## src/rtl/fifo_drain_ctrl_pkg.sv

```systemverilog
// Shared types and constants for the capture-FIFO drain controller.
package fifo_drain_ctrl_pkg;

  localparam int BYTE_W = 8;

  typedef enum logic [4:0] {
    S_IDLE  = 5'b00001,
    S_READ  = 5'b00010,
    S_LATCH = 5'b00100,
    S_SEND  = 5'b01000,
    S_DONE  = 5'b10000
  } drain_state_t;

endpackage

```

## src/rtl/fifo_drain_ctrl_if.sv

```systemverilog
// FIFO read side plus byte-stream side of the drain controller.
interface fifo_drain_ctrl_if #(
  parameter int DATA_W = 16
);
  logic              full;
  logic              empty;
  logic [DATA_W-1:0] fifo_dout;
  logic              rd_en;
  logic [7:0]        tx_data;
  logic              tx_valid;
  logic              tx_ready;

  modport master (
    input  full, empty, fifo_dout, tx_ready,
    output rd_en, tx_data, tx_valid
  );

  modport slave (
    output full, empty, fifo_dout, tx_ready,
    input  rd_en, tx_data, tx_valid
  );
endinterface

```

## src/rtl/fifo_drain_ctrl_word_serializer.sv

```systemverilog
// Splits one loaded word into LSB-first bytes on a valid/ready stream.
module fifo_drain_ctrl_word_serializer
  import fifo_drain_ctrl_pkg::*;
#(
  parameter int BYTES = 2
) (
  input  logic                    clk,
  input  logic                    rstn,
  input  logic                    load,
  input  logic [BYTES*BYTE_W-1:0] load_data,
  output logic                    last_byte,
  output logic [BYTE_W-1:0]       tx_data,
  output logic                    tx_valid,
  input  logic                    tx_ready
);

  localparam int SH_W  = BYTES * BYTE_W;
  localparam int IDX_W = (BYTES > 1) ? $clog2(BYTES) : 1;

  logic [SH_W-1:0]  shift;
  logic [IDX_W-1:0] byte_idx;
  logic             hs;

  assign hs        = tx_valid & tx_ready;
  assign last_byte = hs && (byte_idx == IDX_W'(BYTES - 1));
  // Byte is taken straight from the register so it cannot move during a stall.
  assign tx_data   = shift[BYTE_W-1:0];

  always_ff @(posedge clk or negedge rstn) begin
    if (!rstn) begin
      shift    <= '0;
      byte_idx <= '0;
      tx_valid <= 1'b0;
    end else if (load) begin
      shift    <= load_data;
      byte_idx <= '0;
      tx_valid <= 1'b1;
    end else if (hs) begin
      shift    <= shift >> BYTE_W;
      byte_idx <= byte_idx + 1'b1;
      if (last_byte) tx_valid <= 1'b0;
    end
  end

endmodule

```

## src/rtl/fifo_drain_ctrl.sv

```systemverilog
// Drains a full capture FIFO word by word into a byte stream until empty.
module fifo_drain_ctrl
  import fifo_drain_ctrl_pkg::*;
#(
  parameter int DATA_W  = 16,
  parameter int BYTES   = (DATA_W + 7) / 8,
  parameter int COUNT_W = 16
) (
  input  logic               clk,
  input  logic               rstn,
  fifo_drain_ctrl_if.master  bus,
  output logic               busy,
  output logic               done,
  output logic [COUNT_W-1:0] word_count
);

  localparam int SH_W = BYTES * BYTE_W;

  drain_state_t state_q, state_d;
  logic         load;
  logic         wc_clr;
  logic         last_byte;
  logic [SH_W-1:0] load_data;

  assign load_data = SH_W'(bus.fifo_dout);

  always_ff @(posedge clk or negedge rstn) begin
    if (!rstn) state_q <= S_IDLE;
    else       state_q <= state_d;
  end

  always_comb begin
    state_d    = state_q;
    bus.rd_en  = 1'b0;
    load       = 1'b0;
    wc_clr     = 1'b0;
    case (state_q)
      S_IDLE: begin
        // full with empty together is inconsistent; wait it out.
        if (bus.full && !bus.empty) begin
          state_d = S_READ;
          wc_clr  = 1'b1;
        end
      end
      S_READ: begin
        if (bus.empty) begin
          state_d = S_DONE;
        end else begin
          bus.rd_en = 1'b1;
          state_d   = S_LATCH;
        end
      end
      S_LATCH: begin
        load    = 1'b1;
        state_d = S_SEND;
      end
      S_SEND: begin
        if (last_byte) state_d = bus.empty ? S_DONE : S_READ;
      end
      S_DONE:  state_d = S_IDLE;
      default: state_d = S_IDLE;
    endcase
  end

  assign busy = (state_q != S_IDLE);
  assign done = (state_q == S_DONE);

  always_ff @(posedge clk or negedge rstn) begin
    if (!rstn)                                   word_count <= '0;
    else if (wc_clr)                             word_count <= '0;
    else if (load && (word_count != '1))         word_count <= word_count + 1'b1;
  end

  fifo_drain_ctrl_word_serializer #(.BYTES(BYTES)) u_ser (
    .clk       (clk),
    .rstn      (rstn),
    .load      (load),
    .load_data (load_data),
    .last_byte (last_byte),
    .tx_data   (bus.tx_data),
    .tx_valid  (bus.tx_valid),
    .tx_ready  (bus.tx_ready)
  );

endmodule
```

## src/flat_wrapper.sv

```systemverilog
// flat-port wrapper written by rule: the top's interface ports become plain ports
module fifo_drain_ctrl_flat import fifo_drain_ctrl_pkg::*;
#(
  parameter int DATA_W  = 16,
  parameter int BYTES   = (DATA_W + 7) / 8,
  parameter int COUNT_W = 16
)
  (clk, rstn, busy, done, word_count, bus_full, bus_empty, bus_fifo_dout, bus_tx_ready, bus_rd_en, bus_tx_data, bus_tx_valid);
  fifo_drain_ctrl_if #(.DATA_W(DATA_W)) bus_i ();
  input  logic clk;
  input  logic rstn;
  output logic busy;
  output logic done;
  output logic [COUNT_W-1:0] word_count;
  input wire logic [$bits(bus_i.full)-1:0] bus_full;
  input wire logic [$bits(bus_i.empty)-1:0] bus_empty;
  input wire logic [$bits(bus_i.fifo_dout)-1:0] bus_fifo_dout;
  input wire logic [$bits(bus_i.tx_ready)-1:0] bus_tx_ready;
  output wire logic [$bits(bus_i.rd_en)-1:0] bus_rd_en;
  output wire logic [$bits(bus_i.tx_data)-1:0] bus_tx_data;
  output wire logic [$bits(bus_i.tx_valid)-1:0] bus_tx_valid;
  assign bus_i.full = bus_full;
  assign bus_i.empty = bus_empty;
  assign bus_i.fifo_dout = bus_fifo_dout;
  assign bus_i.tx_ready = bus_tx_ready;
  assign bus_rd_en = bus_i.rd_en;
  assign bus_tx_data = bus_i.tx_data;
  assign bus_tx_valid = bus_i.tx_valid;
  fifo_drain_ctrl #(.DATA_W(DATA_W), .BYTES(BYTES), .COUNT_W(COUNT_W)) u_core (.clk(clk), .rstn(rstn), .bus(bus_i), .busy(busy), .done(done), .word_count(word_count));
endmodule
```

## config.mk

```make
export PLATFORM = sky130hd
export DESIGN_NAME = fifo_drain_ctrl_flat
export DESIGN_NICKNAME = d
export VERILOG_FILES = /design/src/rtl/fifo_drain_ctrl_pkg.sv /design/src/rtl/fifo_drain_ctrl_if.sv /design/src/rtl/fifo_drain_ctrl_word_serializer.sv /design/src/rtl/fifo_drain_ctrl.sv /design/src/flat_wrapper.sv
export SDC_FILE = /design/constraint.sdc
export NUM_CORES = 1
export LEC_CHECK = 0
export CAP_MARGIN = 0
export CORE_AREA = 2 2 93 95
export CTS_CLUSTER_DIAMETER = 60
export CTS_CLUSTER_SIZE = 10
export DETAILED_ROUTE_END_ITERATION = 6
export DIE_AREA = 0 0 95 97
export MAX_ROUTING_LAYER = met4
export PLACE_DENSITY = 0.48
export SYNTH_ARGS = -nofsm -noshare
export SYNTH_HDL_FRONTEND = slang
export SYNTH_SLANG_ARGS = --single-unit
```

## constraint.sdc

```tcl
create_clock -name clk -period 1.88 [get_ports clk]
set_clock_uncertainty 0.05 [all_clocks]
set_input_delay 0.376 -clock clk [delete_from_list [all_inputs] [get_ports clk]]
set_output_delay 0.376 -clock clk [all_outputs]
set_load 0.05 [all_outputs]
```

; After elaboration in Yosys (flattened, before gate mapping)
; Index checks and enable logic that the tools add are counted.
[op_classes]
n_addsub = 2
eq_ne = 9
muxes = 19
bitwise = 1
reduce_logical = 9
[op_table]
columns = op, n
row1 = two-way mux 16 bit, 4
row2 = two-way mux 5 bit, 4
row3 = case mux 5 bit (4 select lines), 1
row4 = adder 16 x 1 -> 16 bit (second input constant), 1
row5 = != test 16 bit (second input constant), 1
row6 = two-way mux 1 bit, 10
row7 = nonzero test 2 bit, 3
row8 = equality test 5 x 1 -> 1 bit (second input constant), 1
row9 = equality test 5 x 2 -> 1 bit (second input constant), 1
row10 = equality test 5 x 3 -> 1 bit (second input constant), 1
row11 = equality test 5 x 4 -> 1 bit (second input constant), 1
row12 = equality test 5 bit (second input constant), 1
row13 = != test 5 x 1 -> 1 bit (second input constant), 1
row14 = != test 2 x 1 -> 1 bit (second input constant), 2
row15 = AND reduction 2 bit, 2
row16 = logical AND 1 bit, 3
row17 = adder 1 bit (second input constant), 1
row18 = bitwise AND 1 bit, 1
row19 = zero test 1 bit, 1
[word_totals]
reg_bits = 39
inputBits = 21
out_inout_bits = 28
word_cells = 45

; Depth between registers and ports, before layout
; Gate-level depths: netlist (run 1).
[depth]
depth_word = 5
mapped_depth = 8
mapped_depth_nobuf = 6

; Modules after synthesis
; A second synthesis (run 1) with hierarchy kept.
[hier_totals]
hier_cells = 226
area_unflattened_um2 = 2158.3
[by_module_without_submodules]
columns = mod, instances, cells_per_inst, area_per_inst_um2, seq_area_each_um2
row1 = fifo_drain_ctrl, 1, 130, 1217.4, 526.8
row2 = fifo_drain_ctrl_word_serializer, 1, 96, 940.9, 450.4

; Worst setup path before layout (run 1)
; Ideal clock, no wire load.
[synth_path]
path_kind = register -> output
startpoint = register u_core.state_q[2]
endpoint = output bus_rd_en
t_arrival_ns = 1.884
t_required_ns = 1.454
setup_slack_ns = -0.430
path_stages_with_launch = 3
n_path_buf = 0
cell_sequence = dfrtp_1 > nor3_1 > nor3b_1
[synth_between]
elab_chain_len = 2
[synth_rtl]
columns = item, line
row1 = "start, declared", fifo_drain_ctrl.sv:19  ; drain_state_t state_q, state_d;
row2 = "start signal, assigned", fifo_drain_ctrl.sv:29  ; else state_q <= state_d;
row3 = equality test 5 x 2 -> 1 bit, fifo_drain_ctrl.sv:37  ; case (state_q)
row4 = two-way mux 1 bit, fifo_drain_ctrl.sv:37
row5 = "end, declared", flat_wrapper.sv:19  ; output wire logic [$bits(bus_i.rd_en)-1:0] bus_rd_en;
; No other way between the ends.

; Worst setup path in the final report (run 1)
[layout_path]
startpoint = register u_core.state_q[3]
endpoint = output bus_rd_en
; Same word-level chain as after synthesis.

==> summary.md, run 1 <==
| Metric | Value |
|---|---|
| Final HPWL DP | 3.460 mm |
| Die Y | 97 um |
| Clk Latency, worst-skew pair | 0.28 ns |
| IR drop worst, VDD | 0.2771 mV |
| # setup viols final | 0 |
| Met2 WL | 2.474 mm |
| Post-synthesis register bit count | 39 |
| Worst-path clk slew | 0.08 ns |
| Max-cap violations | 0 |
| Final #Nets | 291 |
| Post-route cell area | 2831 um2 |
| Syn Area/Cell | 9.668 um2 |
| Seq/Total Area, Yosys | 0.4836 |
| Num rows | 33 |
| Worst setup SP type | register |
| First-pass DRT Iterations | 4 |
| Ys async rst share | 1.000 |
| Leakage | 0.001345 uW |
| Crit path required time | 1.45 ns |
| # diodes | 0 |
| Vias post-DR | 1687 |
| P&R area growth vs syn | 40.12% |
| Worst slew margin | 0.6615 |
| Worst setup EP type | primary output |
| Chip Width | 95 um |
| Place WS | 0.04277 ns |
| Status | completed |
| Post-synthesis cell count | 209 |
| Area after DPL | 2624 um2 |
| Post-Syn Nets | 231 |
| Worst hold slack | 0.002989 ns |
| Largest net degree at the start of global routing | 26 |
| Cell family with most CP delay | flip-flops |
| Worst Max-Slew Pin Slew | 0.5078 ns |
| Number of I/O pins | 49 |
| CP Class | reg2out |
| Routed WL | 4.813 mm |
| Met1 wire length | 2.159 mm |
| Initial Util | 0.2484 |
| Antenna violations before repair | 0 |
| Metal3 WL | 151 um |
| EDFF count, synth | 0 |
| Max incr delay on CP | 0.45 ns |
| Max Slew Vio Count | 0 |
| PwrDens | 742.4 nW/um2 |
| Synth Flop Type | dfrtp_1 |
| Drt initial violations | 73 |
| Post-synth cell types | 45 |
| Port buffer count | 48 |
| Fmax | 0.5371 GHz |
| Ys Warns | 0 |
| Crit path time final | 1.862 ns |
| Routed Antenna Nets | 0 |
| Hold_buf cts | 0 |
| Hold WC Path Type | in2async |
| CP Buf/Inv Count | 2 |
| Max Used Layer | met4 |
| CTS tree | yes |
| First-pass GRT wire length | 8.142 mm |
| Total core area | 8134 um2 |
| TritonCTS Buffers | 5 |
| Drt via density | 4.499 |
| CTS H-tree depth | 2 |
| Vias in the first global route | 1650 |
| Detailed-route DRC error count | 0 |
| GR Overflow Total | 0 |
| Final worst slack | 0.01803 ns |
| Synth Cell Area | 2021 um2 |
| Wire per inst | 12.83 um |
| Critical-path maximum fanout | 5 |
| Die ar. | 9215 um2 |
| Hold Fails Final Rpt | 0 |
| CTS Buffer Depth | 2 |
| Final period util | 0.9904 |
| Slowest cell on crit path | dfrtp_2 |
| Post-layout power | 2102 uW |
| Clock Sinks | 39 |
| Tot GR Track Use | 0.1130 |
| RSZ-0062 raised after global routing | yes |
| Layout cell share with drive strength beyond 1 | 0.3370 |
| Crit-path cells | buf_6 -> nand2b_4 -> nor3b_4 -> clkbuf_16 |
| RD Place Congestion | 0.7343 |
| WP data arrival | 1.44 ns |
| CTS root buffer | clkbuf_8 |
layout make-up:
type	instances	area (um2)
fill	845	5303
sequential	39	996.0
multi-input combinational	152	984.7
timing repair buffer	70	624.3
tap	105	131.4
clock buffer	7	86.33
clock inverter	1	5.005
inverter	1	3.754
where the power goes:
group	switching [uW]	total, uW	internal (uW)
sequential	54.1	968	914
clock	288	584	296
combinational	335	550	215
total	677	2100	1430
cell usage in the layout (no fill, tap or decap), types with 4 or more instances in the layout:
cell             synthesis  layout
buf_4                    9      44
nand2_1                 43      43
dfrtp_1                 38      23
clkdlybuf4s50_1          0      19
o21ai_0                 18      18
nand3_1                 18      18
dfrtp_2                  0      15
mux2i_1                 13      13
nor2_1                   6       6
clkbuf_8                 0       6
a21oi_1                  5       5
nand4_1                  4       4
final timing paths:
| kind | start | end | slack (ns) | depth (start not counted) |
|---|---|---|---|---|
| max | u_core.state_q[3]$_DFFE_PN0P_ | bus_rd_en | 0.02 | 4 |
| min | rstn | u_core.u_ser.shift[11]$_DFFE_PN0P_ | 0.003 | 1 |
| max reg2reg | u_core.state_q[3]$_DFFE_PN0P_ | u_core.word_count[4]$_DFFE_PN0P_ | 0.10 | 6 |
| min reg2reg | u_core.word_count[11]$_DFFE_PN0P_ | u_core.word_count[11]$_DFFE_PN0P_ | 0.45 | 1 |
| max in group asynchronous | rstn | u_core.state_q[0]$_DFFE_PN1P_ | 1.21 | 2 |
| min in group clk | u_core.word_count[11]$_DFFE_PN0P_ | u_core.word_count[11]$_DFFE_PN0P_ | 0.45 | 1 |
Yosys cell counts, types with 3 or more instances:
cell / number / share of area
mux2i_1: 13 / 0.064
dfrtp_1: 38 / 0.47
o21ai_0: 18 / 0.045
nand3_1: 18 / 0.045
a21oi_1: 5 / 0.012
buf_4: 9 / 0.033
a21o_1: 3 / 0.011
nand4_1: 4 / 0.012
clkbuf_1: 3 / 0.0056
buf_2: 3 / 0.0074
and4_1: 3 / 0.013
xor2_1: 3 / 0.013
nor3_1: 3 / 0.0074
nor2_1: 6 / 0.011
nand2_1: 43 / 0.080
metrics by stage:
stage                     std cells  setup TNS (ns)  utilization
after floorplan                 209               0            -
after global placement          360               0       0.3226
after detailed placement        360               0       0.3226
after CTS                       368        -0.04804       0.3347
after global routing            375        -0.06765       0.3481
final                           375               0       0.3481
per-layer routing:
layer,GRT usage,vias up
met5,-,-
met4,0.03010,0
met3,0.02259,2
met2,0.1811,32
met1,0.1452,805
li1,-,848
cells by family after synthesis:
| kind of cell | Yosys count | share of synthesized area |
|---|---|---|
| AO/OA/AOI/OAI | 33 | 0.09722 |
| XOR/XNOR | 4 | 0.01734 |
| adder cells (fa/ha/maj) | 1 | 0.006191 |
| buffers and inverters | 18 | 0.05944 |
| flip-flops | 39 | 0.4836 |
| multiplexers | 14 | 0.06997 |
| AND/OR/NAND/NOR | 100 | 0.2663 |
registers in the layout, summed over array words and instances (netlist names):
name,flops
u_core.u_ser.tx_valid,1
u_core.u_ser.shift,16
u_core.u_ser.byte_idx,1
u_core.state_q,5
u_core.word_count,16
repair_timing:
action	CTS	global route
endpoints found under the setup margin	2	8
cloned	0	0
gates resized for setup	3	13
buffers inserted	0	7
pin swaps	2	2
(Power assumes the default switching activity.)
==> run 2: changes to the inputs <==
- MAX_ROUTING_LAYER: met4 -> unset
==> summary.md, run 2 (synthesis gave the netlist of run 1 again) <==
| Metric | Value |
|---|---|
| RD Place Congestion | 0.7256 |
| Final HPWL DP | 3.460 mm |
| FF-to-FF path depth | 6 |
| Commonest non-fill, non-tap cell in the layout | buf_4 |
| Worst hold slack | 0.001428 ns |
| Hold_buf cts | 0 |
| TritonCTS Buffers | 5 |
| Final period util | 0.9914 |
| First-pass GRT wire length | 8.135 mm |
| Launch point of the worst path | u_core.state_q[3]$_DFFE_PN0P_ |
| Die Y | 97 um |
| Max Slew Vio Count | 0 |
| CTS Buffer Depth | 2 |
| Crit Reg-Reg Endpoint | u_core.word_count[4]$_DFFE_PN0P_ |
| Fmax | 0.5365 GHz |
| Worst slew margin | 0.6613 |
| Die ar. | 9215 um2 |
| R2R setup slack | 0.10 ns |
| GR Overflow Total | 0 |
| # diodes | 0 |
| Crit path required time | 1.45 ns |
| Clk Latency, worst-skew pair | 0.28 ns |
| Place WS | 0.04277 ns |
| P&R area growth vs syn | 40.12% |
| Crit path time final | 1.864 ns |
| Number of I/O pins | 49 |
| PwrDens | 743.5 nW/um2 |
| Hold WC Path Type | in2async |
| Port buffer count | 48 |
| Destination of the critical timing path | bus_rd_en |
| Worst Max-Slew Pin Slew | 0.5080 ns |
| WP data arrival | 1.44 ns |
| Worst setup SP type | register |
| Largest net degree at the start of global routing | 26 |
| Final worst slack | 0.01619 ns |
| Max-cap violations | 0 |
| Hold Fails Final Rpt | 0 |
| Tot GR Track Use | 0.1100 |
| First-pass DRT Iterations | 4 |
| Routed WL | 4.835 mm |
| Status | completed |
| Antenna violations before repair | 0 |
| Routed Antenna Nets | 0 |
| Detailed-route DRC error count | 0 |
| Worst setup EP type | primary output |
| Vias in the first global route | 1656 |
| Final #Nets | 291 |
| CTS tree | yes |
| Worst-path clk slew | 0.08 ns |
| Critical-path maximum fanout | 5 |
| CTS root buffer | clkbuf_8 |
| Chip Width | 95 um |
| Crit Reg-Reg Startpoint | u_core.state_q[3]$_DFFE_PN0P_ |
| Num rows | 33 |
| Multi-input logic area | 984.7 um2 |
| CP Class | reg2out |
| Total core area | 8134 um2 |
| IR drop worst, VDD | 0.2799 mV |
| Drt via density | 4.539 |
| Leakage | 0.001345 uW |
| Post-Layout Cell Count | 375 |
| Vias post-DR | 1702 |
| Initial Util | 0.2484 |
| Commonest cells after routing, fill and taps aside | 44 x buf_4, 43 x nand2_1, 23 x dfrtp_1, 19 x clkdlybuf4s50_1 |
| Filler cell count | 845 |
| Drt initial violations | 80 |
| # setup viols final | 0 |
| Layout cell share with drive strength beyond 1 | 0.3370 |
| Regs by FF count | u_core.u_ser.shift: 16 flops, u_core.word_count: 16 flops, u_core.state_q: 5 flops |
| RSZ-0062 raised after global routing | yes |
| CTS H-tree depth | 2 |
| Wire per inst | 12.89 um |
| Dpl cells | 360 |
| Reg area | 996.0 um2 |
| Clock Sinks | 39 |
==> run 2: worst min-delay path by stage <==
stage,from,end,slack (ns),cells after the start
after floorplan,rstn,u_core.state_q[1]$_DFFE_PN0P_,0.03,0
after global placement,rstn,u_core.u_ser.shift[3]$_DFFE_PN0P_,0.33,1
after detailed placement,rstn,u_core.u_ser.shift[11]$_DFFE_PN0P_,0.33,1
after CTS,rstn,u_core.u_ser.shift[11]$_DFFE_PN0P_,0.01,1
after global routing,rstn,u_core.u_ser.shift[11]$_DFFE_PN0P_,0.03,1
final,rstn,u_core.u_ser.shift[11]$_DFFE_PN0P_,0.001,1
==> run 2: what timing repair did <==
| action | CTS | global route |
|---|---|---|
| gates resized for setup | 3 | 13 |
| setup endpoints to repair | 2 | 8 |
| pin swaps | 2 | 2 |
| buffers inserted | 0 | 7 |
| gates cloned | 0 | 0 |
| hold endpoints to repair | 0 | 0 |
==> run 2: report_power, final <==
group	leakage (uW)	internal, uW	switching [uW]	total, uW
clock	0.0000482	296	291	587
combinational	0.000786	215	335	550
sequential	0.000512	914	54.0	968
total	0.00135	1430	680	2110
==> run 2: stage by stage <==
step / total power (uW) / utilization / cell area (um2) / setup TNS, ns
3_5_place_dp: 1524 / 0.3226 / 2624 / 0
2_1_floorplan: 1351 / - / 2053 / 0
4_1_cts: 2125 / 0.3347 / 2723 / -0.04804
5_1_grt: 2223 / 0.3481 / 2831 / -0.06776
3_3_place_gp: 1519 / 0.3226 / 2624 / 0
6_report: 2105 / 0.3481 / 2831 / 0
==> run 2: worst max-delay path, cell delays in order (launching register included) <==
cell	delay [ns]
dfrtp_2	0.45
buf_6	0.14
nand2b_4	0.15
nor3b_4	0.22
clkbuf_16	0.19
==> run 2: layer usage <==
layer | global-route usage | up-vias | routed length, um
met5 | 0 | - | 0
met4 | 0.03010 | 0 | 40
met3 | 0.02336 | 2 | 163
met2 | 0.1811 | 34 | 2476
met1 | 0.1447 | 819 | 2154
li1 | - | 847 | -
==> run 2: final cells by class <==
cell class              instances  area share
repair buffers                 70      0.2205
clock inverters                 1    0.001768
clock buffers                   7     0.03049
inverters                       1    0.001326
well taps                     105     0.04640
multi-input cells             152      0.3478
flip-flops and latches         39      0.3517
==> run 3: changes to the inputs <==
- CTS_BUF_LIST: unset -> sky130_fd_sc_hd__clkbuf_4
==> summary.md, run 3 (synthesis gave the netlist of run 1 again) <==
| Metric | Value |
|---|---|
| Status | finished with violations |
| Failing checks | negative setup slack |
| Vias in the first global route | 1690 |
| Crit path required time | 1.45 ns |
| First-pass GRT wire length | 8.238 mm |
| Routed Antenna Nets | 0 |
| Max Slew Vio Count | 0 |
| Worst slew margin | 0.6650 |
| Final core occ | 0.3498 |
| Total core area | 8134 um2 |
| Max-cap violations | 0 |
| Leakage | 0.001364 uW |
| Final period util | 1.021 |
| Post-route cell area | 2845 um2 |
| Commonest non-fill, non-tap cell in the layout | buf_4 |
| Wire per inst | 12.76 um |
| Comb pwr share | 0.288 |
| CTS tree | yes |
| Hold Fails Final Rpt | 0 |
| Sw power | 674.8 uW |
| Post-Layout Cell Count | 382 |
| Commonest cells after routing, fill and taps aside | 50 x buf_4, 43 x nand2_1, 23 x dfrtp_1, 19 x clkdlybuf4s50_1 |
| CTS H-tree depth | 2 |
| WP data arrival | 1.49 ns |
| CP Class | reg2out |
| Antenna violations before repair | 0 |
| Reg area | 996.0 um2 |
| Initial Util | 0.2484 |
| Hold WC Path Type | reg2reg |
| # setup viols final | 2 |
| Filler cell count | 842 |
| Chip Width | 95 um |
| Worst setup EP type | primary output |
| Tot GR Track Use | 0.1124 |
| Sequential Power Share | 0.490 |
| Port buffer count | 48 |
| Final worst slack | -0.03953 ns |
| Routed WL | 4.876 mm |
| Fmax | 0.5210 GHz |
| Final #Nets | 298 |
| Num rows | 33 |
| P&R area growth vs syn | 40.81% |
| Drt via density | 4.510 |
| Final HPWL DP | 3.460 mm |
| R2R setup slack | 0.04 ns |
| Internal power | 1295 uW |
| PwrDens | 692.3 nW/um2 |
| Clock Sinks | 39 |
| Crit path time final | 1.920 ns |
| Dpl cells | 360 |
| Layout cell share with drive strength beyond 1 | 0.3502 |
| GR Overflow Total | 0 |
| Clk Latency, worst-skew pair | 0.34 ns |
| TritonCTS Buffers | 5 |
| Worst Max-Slew Pin Slew | 0.5026 ns |
| First-pass DRT Iterations | 4 |
| Place WS | 0.04277 ns |
| RSZ-0062 raised after global routing | yes |
| Sw Ratio | 0.3426 |
| Multi-input logic area | 985.9 um2 |
| Regs by FF count | u_core.u_ser.shift: 16 flops, u_core.word_count: 16 flops, u_core.state_q: 5 flops |
| Vias post-DR | 1723 |
| Die ar. | 9215 um2 |
| Drt initial violations | 67 |
| Area after DPL | 2624 um2 |
| Clock share of power | 0.222 |
| # diodes | 0 |
| Die Y | 97 um |
| Number of I/O pins | 49 |
| Critical-path maximum fanout | 5 |
| CTS Buffer Depth | 2 |
| Detailed-route DRC error count | 0 |
| IR drop worst, VDD | 0.2513 mV |
| Worst-path clk slew | 0.12 ns |
| CTS root buffer | clkbuf_4 |
| Worst setup SP type | register |
| RD Place Congestion | 0.7256 |
| Largest net degree at the start of global routing | 26 |
-- run 3: critical path, stage by stage, from the launching register on --
cell and delay (ns):
dfrtp_2 0.46, buf_6 0.14, nand2b_4 0.15, nor3b_4 0.23, buf_12 0.16
-- run 3: power groups by stage --
stage	combinational [uW]	sequential (uW)	clock [uW]
floorplan	340	1010	0
global placement	538	982	0
detailed placement	540	984	0
CTS	560	967	464
global route	613	976	495
finish	568	964	438
-- run 3: path summary, 6_finish.rpt --
check / start / end / cells past startpoint
setup / recovery: u_core.state_q[3]$_DFFE_PN0P_ / bus_rd_en / 4
hold reg to reg: u_core.word_count[11]$_DFFE_PN0P_ / u_core.word_count[11]$_DFFE_PN0P_ / 1
max in group asynchronous: rstn / u_core.state_q[0]$_DFFE_PN1P_ / 3
hold / removal: u_core.word_count[11]$_DFFE_PN0P_ / u_core.word_count[11]$_DFFE_PN0P_ / 1
min in group asynchronous: rstn / u_core.u_ser.shift[11]$_DFFE_PN0P_ / 2
setup reg to reg: u_core.state_q[3]$_DFFE_PN0P_ / u_core.word_count[4]$_DFFE_PN0P_ / 6
-- run 3: through the flow --
step | total power, uW | TNS (ns) | hold slack [ns]
6_report | 1970 | -0.04905 | 0.4534
5_1_grt | 2084 | -0.2933 | 0.4801
3_3_place_gp | 1519 | 0 | 0.3263
4_1_cts | 1991 | -0.1197 | 0.4596
2_1_floorplan | 1351 | 0 | 0.03041
3_5_place_dp | 1524 | 0 | 0.3253
-- run 3: what timing repair did --
item / 4_1_cts / 5_1_grt
pin swaps: 2 / 6
gates resized for setup: 9 / 7
hold buffers: 1 / 0
hold endpoints to repair: 20 / 0
setup buffers: 4 / 9
endpoints found under the setup margin: 3 / 11
-- run 3: final cells by class --
cell class	count	area share
Clock inverter	2	0.003078
Timing Repair Buffer	77	0.2370
Multi-Input combinational cell	152	0.3465
Inverter	1	0.001319
Tap cell	105	0.04617
Clock buffer	6	0.01583
Sequential cell	39	0.3500
-- run 3: routing by layer --
metal | global-route usage | share of wire | wire, um | vias up
met1 | 0.1457 | 0.45 | 2218 | 829
met3 | 0.02336 | 0.030 | 147 | 4
met2 | 0.1849 | 0.50 | 2456 | 25
met4 | 0.03679 | 0.011 | 53 | 0
met5 | 0 | 0 | 0 | -
li1 | - | - | - | 865
